===== config.mk =====
export PLATFORM = sky130hd
export DESIGN_NAME = rst_req
export DESIGN_NICKNAME = d
export VERILOG_FILES = /design/src/rtl/rst_req_pkg.sv /design/src/rtl/rst_req_debounce.sv /design/src/rtl/rst_req.sv
export SDC_FILE = /design/constraint.sdc
export NUM_CORES = 1
export LEC_CHECK = 0
export ABC_AREA = 1
export ABC_CLOCK_PERIOD_IN_PS = 1800
export BUFFER_PORTS_ARGS = -buffer_cell sky130_fd_sc_hd__buf_2
export CAP_MARGIN = 20
export CORE_UTILIZATION = 35
export DETAILED_ROUTE_END_ITERATION = 6
export GPL_ROUTABILITY_DRIVEN = 0
export GPL_TIMING_DRIVEN = 0
export SKIP_LAST_GASP = 1
export SYNTH_ARGS = -nofsm -noshare
export SYNTH_HDL_FRONTEND = slang
export SYNTH_SLANG_ARGS = --single-unit

===== constraint.sdc =====
create_clock -name clk -period 1.8 [get_ports clk]
set_input_delay 0.09 -clock clk [delete_from_list [all_inputs] [get_ports clk]]
set_output_delay 0.09 -clock clk [all_outputs]
set_load 0.03 [all_outputs]

===== src/rtl/rst_req_pkg.sv =====
// rst_req_pkg
// Shared encodings for the reset-request block: FSM states, reset-cause codes,
// and a helper that sizes counters from their length parameters.
// No ports.
package rst_req_pkg;

  typedef enum logic [1:0] {
    StIdle   = 2'd0,
    StAssert = 2'd1,
    StHold   = 2'd2
  } state_e;

  localparam logic [1:0] CauseNone = 2'd0;
  localparam logic [1:0] CauseBtn  = 2'd1;
  localparam logic [1:0] CauseWdt  = 2'd2;
  localparam logic [1:0] CauseSw   = 2'd3;

  // Bits needed to hold 0..n-1; never less than one bit.
  function automatic int unsigned cnt_width(input int unsigned n);
    return (n > 1) ? $clog2(n) : 1;
  endfunction

endpackage


===== src/rtl/rst_req_debounce.sv =====
// rst_req_debounce
// Two-flop synchronizer followed by a debouncer for an active-low button.
// Ports:
//   clk     - clock
//   rst_n   - asynchronous active-low reset
//   i_in_n  - raw asynchronous input (active-low button)
//   o_level - debounced level (1 = released)
//   o_fall  - one-cycle pulse in the first cycle the debounced level reads 0
module rst_req_debounce
  import rst_req_pkg::*;
#(
  parameter int unsigned DEB_LEN = 50000
) (
  input  logic clk,
  input  logic rst_n,
  input  logic i_in_n,
  output logic o_level,
  output logic o_fall
);

  localparam int unsigned CntW = cnt_width(DEB_LEN);
  localparam logic [CntW-1:0] CntMax = CntW'(DEB_LEN - 1);

  logic [1:0]      r_sync;
  logic [CntW-1:0] r_cnt;
  logic            r_level;
  logic            r_fall;
  logic            w_diff;
  logic            w_done;

  // Count consecutive cycles the synchronized input disagrees with the
  // accepted level; the DEB_LEN-th such cycle commits the new level.
  assign w_diff = r_sync[1] ^ r_level;
  assign w_done = w_diff && (r_cnt == CntMax);

  always_ff @(posedge clk or negedge rst_n) begin
    if (!rst_n) begin
      r_sync  <= 2'b11;
      r_cnt   <= '0;
      r_level <= 1'b1;
      r_fall  <= 1'b0;
    end else begin
      r_sync <= {r_sync[0], i_in_n};
      r_fall <= w_done & ~r_sync[1];
      if (!w_diff) begin
        r_cnt <= '0;
      end else if (w_done) begin
        r_cnt   <= '0;
        r_level <= r_sync[1];
      end else begin
        r_cnt <= r_cnt + CntW'(1);
      end
    end
  end

  assign o_level = r_level;
  assign o_fall  = r_fall;

endmodule


===== src/rtl/rst_req.sv =====
// rst_req
// Generates a fixed-length active-high reset request from three sources
// (debounced button, watchdog timeout, software request) and records which
// source caused the last request. Must be clocked from the raw oscillator and
// reset from a source independent of o_rst_req.
// Ports:
//   clk        - raw board oscillator clock
//   rst_n      - asynchronous active-low reset
//   i_btn_n    - raw asynchronous user button, active-low
//   i_sw_req   - single-cycle software reset request
//   i_wdt_en   - watchdog enable level
//   i_wdt_kick - single-cycle watchdog reload
//   o_rst_req  - registered active-high reset request
//   o_cause    - registered last cause: 0 none, 1 button, 2 watchdog, 3 software
module rst_req
  import rst_req_pkg::*;
#(
  parameter int unsigned DEB_LEN   = 50000,
  parameter int unsigned PULSE_LEN = 16,
  parameter int unsigned WDT_LEN   = 12000000
) (
  input  logic       clk,
  input  logic       rst_n,
  input  logic       i_btn_n,
  input  logic       i_sw_req,
  input  logic       i_wdt_en,
  input  logic       i_wdt_kick,
  output logic       o_rst_req,
  output logic [1:0] o_cause
);

  localparam int unsigned PcntW = cnt_width(PULSE_LEN);
  localparam int unsigned WdtW  = cnt_width(WDT_LEN);
  localparam logic [PcntW-1:0] PulseMax = PcntW'(PULSE_LEN - 1);
  localparam logic [WdtW-1:0]  WdtMax   = WdtW'(WDT_LEN - 1);

  state_e           r_state;
  state_e           w_state_nxt;
  logic [PcntW-1:0] r_pcnt;
  logic [PcntW-1:0] w_pcnt_nxt;
  logic [WdtW-1:0]  r_wdt_cnt;
  logic [WdtW-1:0]  w_wdt_nxt;
  logic [1:0]       r_cause;
  logic [1:0]       w_cause_nxt;
  logic             r_rst_req;
  logic             w_rst_req_nxt;
  logic             w_btn_level;
  logic             w_btn_fall;
  logic             w_wdt_fire;
  logic             w_idle;

  rst_req_debounce #(
    .DEB_LEN (DEB_LEN)
  ) u_debounce (
    .clk     (clk),
    .rst_n   (rst_n),
    .i_in_n  (i_btn_n),
    .o_level (w_btn_level),
    .o_fall  (w_btn_fall)
  );

  assign w_idle = (r_state == StIdle);

  // A kick in the expiry cycle suppresses the event.
  assign w_wdt_fire = w_idle && i_wdt_en && !i_wdt_kick && (r_wdt_cnt == WdtMax);

  always_comb begin
    w_wdt_nxt = r_wdt_cnt;
    if (!w_idle || !i_wdt_en || i_wdt_kick || w_wdt_fire) begin
      w_wdt_nxt = '0;
    end else begin
      w_wdt_nxt = r_wdt_cnt + WdtW'(1);
    end
  end

  always_comb begin
    w_state_nxt = r_state;
    w_pcnt_nxt  = r_pcnt;
    w_cause_nxt = r_cause;
    case (r_state)
      StIdle: begin
        if (w_btn_fall || w_wdt_fire || i_sw_req) begin
          w_state_nxt = StAssert;
          w_pcnt_nxt  = PulseMax;
          // Fixed priority: button, then watchdog, then software.
          if (w_btn_fall) begin
            w_cause_nxt = CauseBtn;
          end else if (w_wdt_fire) begin
            w_cause_nxt = CauseWdt;
          end else begin
            w_cause_nxt = CauseSw;
          end
        end
      end
      StAssert: begin
        if (r_pcnt == '0) begin
          w_state_nxt = StHold;
        end else begin
          w_pcnt_nxt = r_pcnt - PcntW'(1);
        end
      end
      StHold: begin
        // Wait for the button to be released so a held button yields one pulse.
        if (w_btn_level) begin
          w_state_nxt = StIdle;
        end
      end
      default: begin
        w_state_nxt = StIdle;
      end
    endcase
    w_rst_req_nxt = (w_state_nxt == StAssert);
  end

  always_ff @(posedge clk or negedge rst_n) begin
    if (!rst_n) begin
      r_state   <= StIdle;
      r_pcnt    <= '0;
      r_wdt_cnt <= '0;
      r_cause   <= CauseNone;
      r_rst_req <= 1'b0;
    end else begin
      r_state   <= w_state_nxt;
      r_pcnt    <= w_pcnt_nxt;
      r_wdt_cnt <= w_wdt_nxt;
      r_cause   <= w_cause_nxt;
      r_rst_req <= w_rst_req_nxt;
    end
  end

  assign o_rst_req = r_rst_req;
  assign o_cause   = r_cause;

endmodule


==> flow_metrics.tcl, run 1 <==
set metrics [dict create \
    hold_path.class "input pin to register" \
    num_rows 32 \
    syn_inst 361 \
    layout_commonest_cell "nand2_1" \
    route.antenna.remaining_nets 0 \
    p_int_mw 1.51 \
    drt_iter0_drc 87 \
    whs_ns 0.137 \
    routed_wl_um 5480 \
    antenna_found_initial 0 \
    dr_total_vias 2299 \
    cts_max_level 2 \
    clkPwrFrac_pct 37.2 \
    pwr-share-comb_pct 3.0 \
    timing.fmax_mhz 588 \
    grt_pass1_vias 2161 \
    worst_slew_pin_slew_ns 0.639 \
    grt_start_max_net_pins 35 \
    power_leakage_nw 1.41 \
    crit_type "register to register" \
    avgSynthCellArea_um2 7.80 \
    start_util_pct 36.2 \
    arrival_ns 1.91 \
    finalCritPeriodShare_pct 94.5 \
    cts_sinks 53 \
    cap_violations 0 \
    fin_util_pct 40.6 \
    dpl.hpwl_um 4040 \
    fin_skew_ns 0.0108 \
    clk_pin_slew_ns 0.11 \
    max_slew_margin_pct 57.0 \
    synth.distinct_cells 33 \
    wl_per_cell_um 11.3 \
    cts_inserted_buffers 5 \
    start_kind "register" \
    crit_path_end_kind "register" \
    status "completed" \
    power_density_nw_per_um2 638 \
    crit_slowest_cell "dfrtp_2" \
    p_switching_mw 0.500 \
    cp.required_ns 2.01 \
    synth-seq-area-share_pct 47.2 \
    cp_max_fo 10 \
    fp.dieW_um 91.7 \
    via_per_inst 4.76 \
    synth-seq-cells 53 \
    maxSlewViolCount 0 \
    grt.total_usage_pct 14.8 \
    synth_top_area_cell "dfrtp_1" \
    ios 9 \
    power.switching_fraction_pct 24.9 \
    ys_warn_count 0 \
    setup_viol 0 \
    path_cells "ha_1 > nand2_2 > nor2_4 > nand2_2 > clkinv_2 > nand2_2 > nand2_4 > clkinv_4 > and3_1" \
    nets 389 \
    drcViolationCount 0 \
    core-area_um2 7770 \
    hold_viol 0 \
    clk_latency_ns 0.32 \
    syn_area_um2 2820 \
    cts-root-buf "clkbuf_8" \
    port_buffers 8 \
    dieArea_um2 8410 \
    min_period_ns 1.70 \
    dr.pass1.iters 4 \
    rsz0062_at_grt "true" \
    slowest_delay_ns 0.42 \
    synth_top_cell_area_share_pct 44.4 \
    cts_tree "done" \
    path_common_cell "nand2_2" \
    clk_path_buf_depth 2 \
    syn_nets 370 \
    pwr-share-seq_pct 59.8 \
    grt_overflow 0 \
    n_antenna_cell 0 \
    grt_pass1_wl_um 9840 \
    final_cell_mix "85 x nand2_1, 64 x nor2_1, 49 x dfrtp_1, 34 x inv_1, 23 x nand3_1" \
    synthTopCellsByArea "dfrtp_1 44%, nand2_1 12%, nor2_1 8.5%, inv_1 4.5%, nand3_1 4.1%" \
    dieHeight_um 91.7 \
    area_growth_pct 12.0 \
    drive_gt1_share_pct 15.0 \
    irDropWorstVdd_mv 0.348 \
]
==> power groups by stage <==
stage | logic, mW | clock network, mW | registers (mW)
floorplan | 0.0192 | 0 | 1.23
global placement | 0.0539 | 0 | 1.23
detailed placement | 0.0595 | 0 | 1.23
global route | 0.0715 | 0.810 | 1.20
CTS | 0.0633 | 0.774 | 1.20
finish | 0.0604 | 0.747 | 1.20
==> per-layer routing <==
layer	routed length, um	part of all wire (%)	up-vias	global-route usage, %
met5	0	0	-	0
met4	98	1.8	0	5.56
met3	178	3.3	8	2.49
met2	2410	44	33	23.1
met1	2790	51	1072	20.6
li1	-	-	1186	-
==> cell usage after synthesis <==
library cell  count
o21ai_1           9
nand2_2           4
ha_1              3
dfstp_2           3
o21a_1            1
nor2_4            2
nand2_1          87
inv_1            34
buf_4             1
inv_2            11
nor3b_1           2
nand2_4           3
a31oi_1           1
clkinv_2          2
nand4_1           7
nand3_2           1
o21ai_0           6
dfrtp_1          50
nand4_2           1
and3_1            1
xnor2_1           2
xor2_1           10
nor2_2            3
nor4_1            1
a31oi_2           1
nor3_1           10
nand3_4           1
a21oi_1          13
nor2_8            1
or2_1             1
nor3_2            2
nor2_1           64
nand3_1          23
==> worst paths after layout <==
| kind | end | start | slack (ns) | cells after the start |
|---|---|---|---|---|
| hold reg to reg | u_debounce.r_sync[1]$_DFF_PN1_ | u_debounce.r_sync[0]$_DFF_PN1_ | 0.36 | 0 |
| max in group asynchronous | u_debounce.r_sync[1]$_DFF_PN1_ | rst_n | 0.94 | 3 |
| hold / removal | r_wdt_cnt[7]$_DFF_PN0_ | i_wdt_kick | 0.14 | 4 |
| setup / recovery | r_wdt_cnt[19]$_DFF_PN0_ | r_wdt_cnt[0]$_DFF_PN0_ | 0.1 | 9 |
| setup reg to reg | r_wdt_cnt[19]$_DFF_PN0_ | r_wdt_cnt[0]$_DFF_PN0_ | 0.1 | 9 |
| min in group asynchronous | r_wdt_cnt[3]$_DFF_PN0_ | rst_n | 0.25 | 2 |
==> layout make-up <==
type / count / area [um2]
Inverter: 47 / 184
Sequential cell: 53 / 1330
Clock buffer: 5 / 68.8
Fill cell: 821 / 4610
Tap cell: 102 / 128
Multi-Input combinational cell: 260 / 1320
Clock inverter: 3 / 28.8
Buffer: 1 / 7.51
Timing Repair Buffer: 12 / 87.6
==> critical path: cells and delay by family, from the launching register on <==
kind	cells	cell delay (ns)
adder cells (fa/ha/maj)	1	0.23
buffers and inverters	2	0.22
flip-flops	1	0.42
AND/OR/NAND/NOR	6	0.73
==> kinds of logic (layout without fill, tap and decap cells) <==
| kind of cell | after synthesis | count (layout) | synth area share, % |
|---|---|---|---|
| compound gates | 31 | 31 | 5.91 |
| fa+ha+maj | 3 | 3 | 1.33 |
| flops | 53 | 53 | 47.2 |
| buf+inv | 48 | 68 | 6.62 |
| simple gates | 214 | 214 | 35.2 |
| xor+xnor | 12 | 12 | 3.73 |
==> metrics by stage <==
step                worst slack, ns  setup TNS [ns]  std cells  cell area [um2]  power (mW)
finish                       0.0995               0        483             3150        2.01
detailed placement          -0.0477          -0.160        472             3000        1.29
global route                -0.0401          -0.103        483             3150        2.09
CTS                         -0.0102         -0.0102        482             3120        2.04
global placement            -0.0461          -0.158        471             2980        1.28
floorplan                     0.284               0        361             2820        1.25
==> timing repair <==
action / in CTS / in global routing
endpoints found under the setup margin: 17 / 29
resized for setup: 2 / 5
buffers inserted: 0 / 1
hold endpoints to repair: 20 / 0
gates cloned: 0 / 0
hold buffers: 2 / 0
==> state kept, by name, summed over array words and instances, names as in the netlist <==
signal	count
o_cause	2
o_rst_req	1
r_pcnt	4
r_state	2
r_wdt_cnt	24
u_debounce.o_fall	1
u_debounce.o_level	1
u_debounce.r_cnt	16
u_debounce.r_sync	2
(Power assumes the default switching activity.)
==> inputs of run 2 (changes only) <==
--- a/config.mk
+++ b/config.mk
@@ -9,10 +9,13 @@
 export ABC_CLOCK_PERIOD_IN_PS = 1800
 export BUFFER_PORTS_ARGS = -buffer_cell sky130_fd_sc_hd__buf_2
 export CAP_MARGIN = 20
+export CELL_PAD_IN_SITES_DETAIL_PLACEMENT = 0
+export CELL_PAD_IN_SITES_GLOBAL_PLACEMENT = 2
 export CORE_UTILIZATION = 35
 export DETAILED_ROUTE_END_ITERATION = 6
 export GPL_ROUTABILITY_DRIVEN = 0
 export GPL_TIMING_DRIVEN = 0
+export PLACE_DENSITY_LB_ADDON = 0.1
 export SKIP_LAST_GASP = 1
 export SYNTH_ARGS = -nofsm -noshare
 export SYNTH_HDL_FRONTEND = slang
==> flow_metrics.tcl, run 2 (same netlist as run 1, synthesis figures left out) <==
set metrics [dict create \
    status "completed" \
    use_met2_pct 25.9 \
    cts_sinks 53 \
    grt_pass1_vias 2274 \
    p_total_mw 2.11 \
    finalCritPeriodShare_pct 95.4 \
    dr.pass1.iters 4 \
    n_antenna_cell 0 \
    num_rows 32 \
    timing.fmax_mhz 582 \
    rsz0062_at_grt "true" \
    core-area_um2 7770 \
    dieHeight_um 91.7 \
    cts_inserted_buffers 5 \
    cp.required_ns 2.01 \
    setup_viol 0 \
    worst-path-buf-inv 2 \
    drive_gt1_share_pct 15.8 \
    clk_pin_slew_ns 0.11 \
    area_growth_pct 14.5 \
    ios 9 \
    final_cell_mix "87 x nand2_1, 64 x nor2_1, 49 x dfrtp_1, 34 x inv_1, 23 x nand3_1" \
    hold_viol 0 \
    worst_slew_pin_slew_ns 0.564 \
    top_register "r_wdt_cnt" \
    hold_path.class "input pin to register" \
    largest_reg_flops 24 \
    n_fill_cell 828 \
    grt_pass1_wl_um 11100 \
    arrival_ns 1.93 \
    drcViolationCount 0 \
    grt_use_met1_pct 24.7 \
    grt.total_usage_pct 16.9 \
    start_util_pct 36.2 \
    route.antenna.remaining_nets 0 \
    grt_start_max_net_pins 34 \
    crit_path_end_kind "register" \
    dieArea_um2 8410 \
    path_cells "ha_4 > nand2_1 > nor2_4 > nand2_2 > inv_4 > nand2_1 > nand2_4 > clkinvlp_4 > and3_1" \
    dpl.hpwl_um 4500 \
    slowest_delay_ns 0.41 \
    cap_violations 0 \
    max_slew_margin_pct 62.1 \
    antenna_found_initial 0 \
    grt_overflow 0 \
    fin_skew_ns 0.0125 \
    start_kind "register" \
    clk_latency_ns 0.31 \
    cts_max_level 2 \
    dr_total_vias 2251 \
    power_leakage_nw 1.44 \
    cts-root-buf "clkbuf_8" \
    fp.dieW_um 91.7 \
    cts_tree "done" \
    grt_most_used_layer "met2" \
    irDropWorstVdd_mv 0.288 \
    setup_tns_ns 0 \
    wl_per_cell_um 12.7 \
    nets 394 \
    drt_iter0_drc 102 \
    crit_type "register to register" \
    min_period_ns 1.72 \
    register_area_um2 1330 \
    via_per_inst 4.61 \
    cp_max_fo 6 \
    power_density_nw_per_um2 654 \
    maxSlewViolCount 0 \
    port_buffers 8 \
    reg_top3 "r_wdt_cnt (24), u_debounce.r_cnt (16), r_pcnt (4)" \
    grt.met3_usage_pct 2.99 \
    routed_wl_um 6190 \
    path_common_cell "nand2_1" \
    clk_path_buf_depth 2 \
    multi_input_area_um2 1330 \
    layout_commonest_cell "nand2_1" \
    crit_slowest_cell "dfrtp_1" \
    path_delay_family "simple AND/OR/NAND/NOR gates" \
]
[run 2: cell types whose count changed in the layout (fill, tap and decap cells not counted), sizes merged]
cell	change
clkinv	-2
buf	+4
bufinv	+1
inv	+1
clkinvlp	+1
[run 2: stage by stage]
step	instances	hold slack (ns)	utilization [%]	area, um2	setup slack [ns]
floorplan	361	-0.206	-	2820	0.284
global placement	471	0.196	38.4	2980	-0.119
detailed placement	472	0.105	38.7	3000	-0.0930
CTS	484	0.146	40.7	3160	0.00146
global route	488	0.151	41.5	3220	-0.0479
finish	488	0.135	41.5	3220	0.0826
[run 2: worst register-to-register path, stage by stage, from the launching register on]
cell and delay, ns:
dfrtp_1 0.41, ha_4 0.16, nand2_1 0.10, nor2_4 0.17, nand2_2 0.11, inv_4 0.10, nand2_1 0.09, nand2_4 0.13
clkinvlp_4 0.15, and3_1 0.19
[run 2: timing repair]
| action | CTS | global route |
|---|---|---|
| setup endpoints to repair | 20 | 27 |
| setup buffers | 1 | 4 |
| hold buffers | 2 | 0 |
| gates resized for setup | 4 | 3 |
| cloned | 1 | 0 |
| pin swaps | 0 | 1 |
| hold endpoints to repair | 21 | 0 |
[run 2: layout make-up]
class | instances | area share (%)
multi-input cells | 260 | 41.1
repair buffers | 16 | 4.04
plain buffers | 1 | 0.233
inverters | 47 | 5.67
clock inverters | 3 | 1.36
well taps | 102 | 3.96
clock buffers | 5 | 2.13
repair inverters | 1 | 0.233
flip-flops and latches | 53 | 41.3
[run 2: path summary, 6_finish.rpt]
path | start | endpoint | slack [ns] | depth (start not counted)
setup / recovery | r_wdt_cnt[1]$_DFF_PN0_ | r_wdt_cnt[19]$_DFF_PN0_ | 0.08 | 9
hold / removal | i_wdt_kick | r_wdt_cnt[22]$_DFF_PN0_ | 0.13 | 4
setup reg to reg | r_wdt_cnt[1]$_DFF_PN0_ | r_wdt_cnt[19]$_DFF_PN0_ | 0.08 | 9
hold reg to reg | u_debounce.r_sync[0]$_DFF_PN1_ | u_debounce.r_sync[1]$_DFF_PN1_ | 0.36 | 0
max in group asynchronous | rst_n | u_debounce.r_sync[1]$_DFF_PN1_ | 0.89 | 3
min in group asynchronous | rst_n | r_wdt_cnt[1]$_DFF_PN0_ | 0.27 | 2
[run 2: routing by layer]
layer | up-vias | part of all wire [%]
li1 | 1189 | -
met1 | 1029 | 54
met2 | 27 | 43
met3 | 6 | 2.1
met4 | 0 | 1.1
met5 | - | 0
[run 2: report_power, final]
group | switching (mW) | internal (mW)
clock | 0.424 | 0.418
sequential | 0.00454 | 1.20
combinational | 0.0430 | 0.0194
total | 0.472 | 1.64
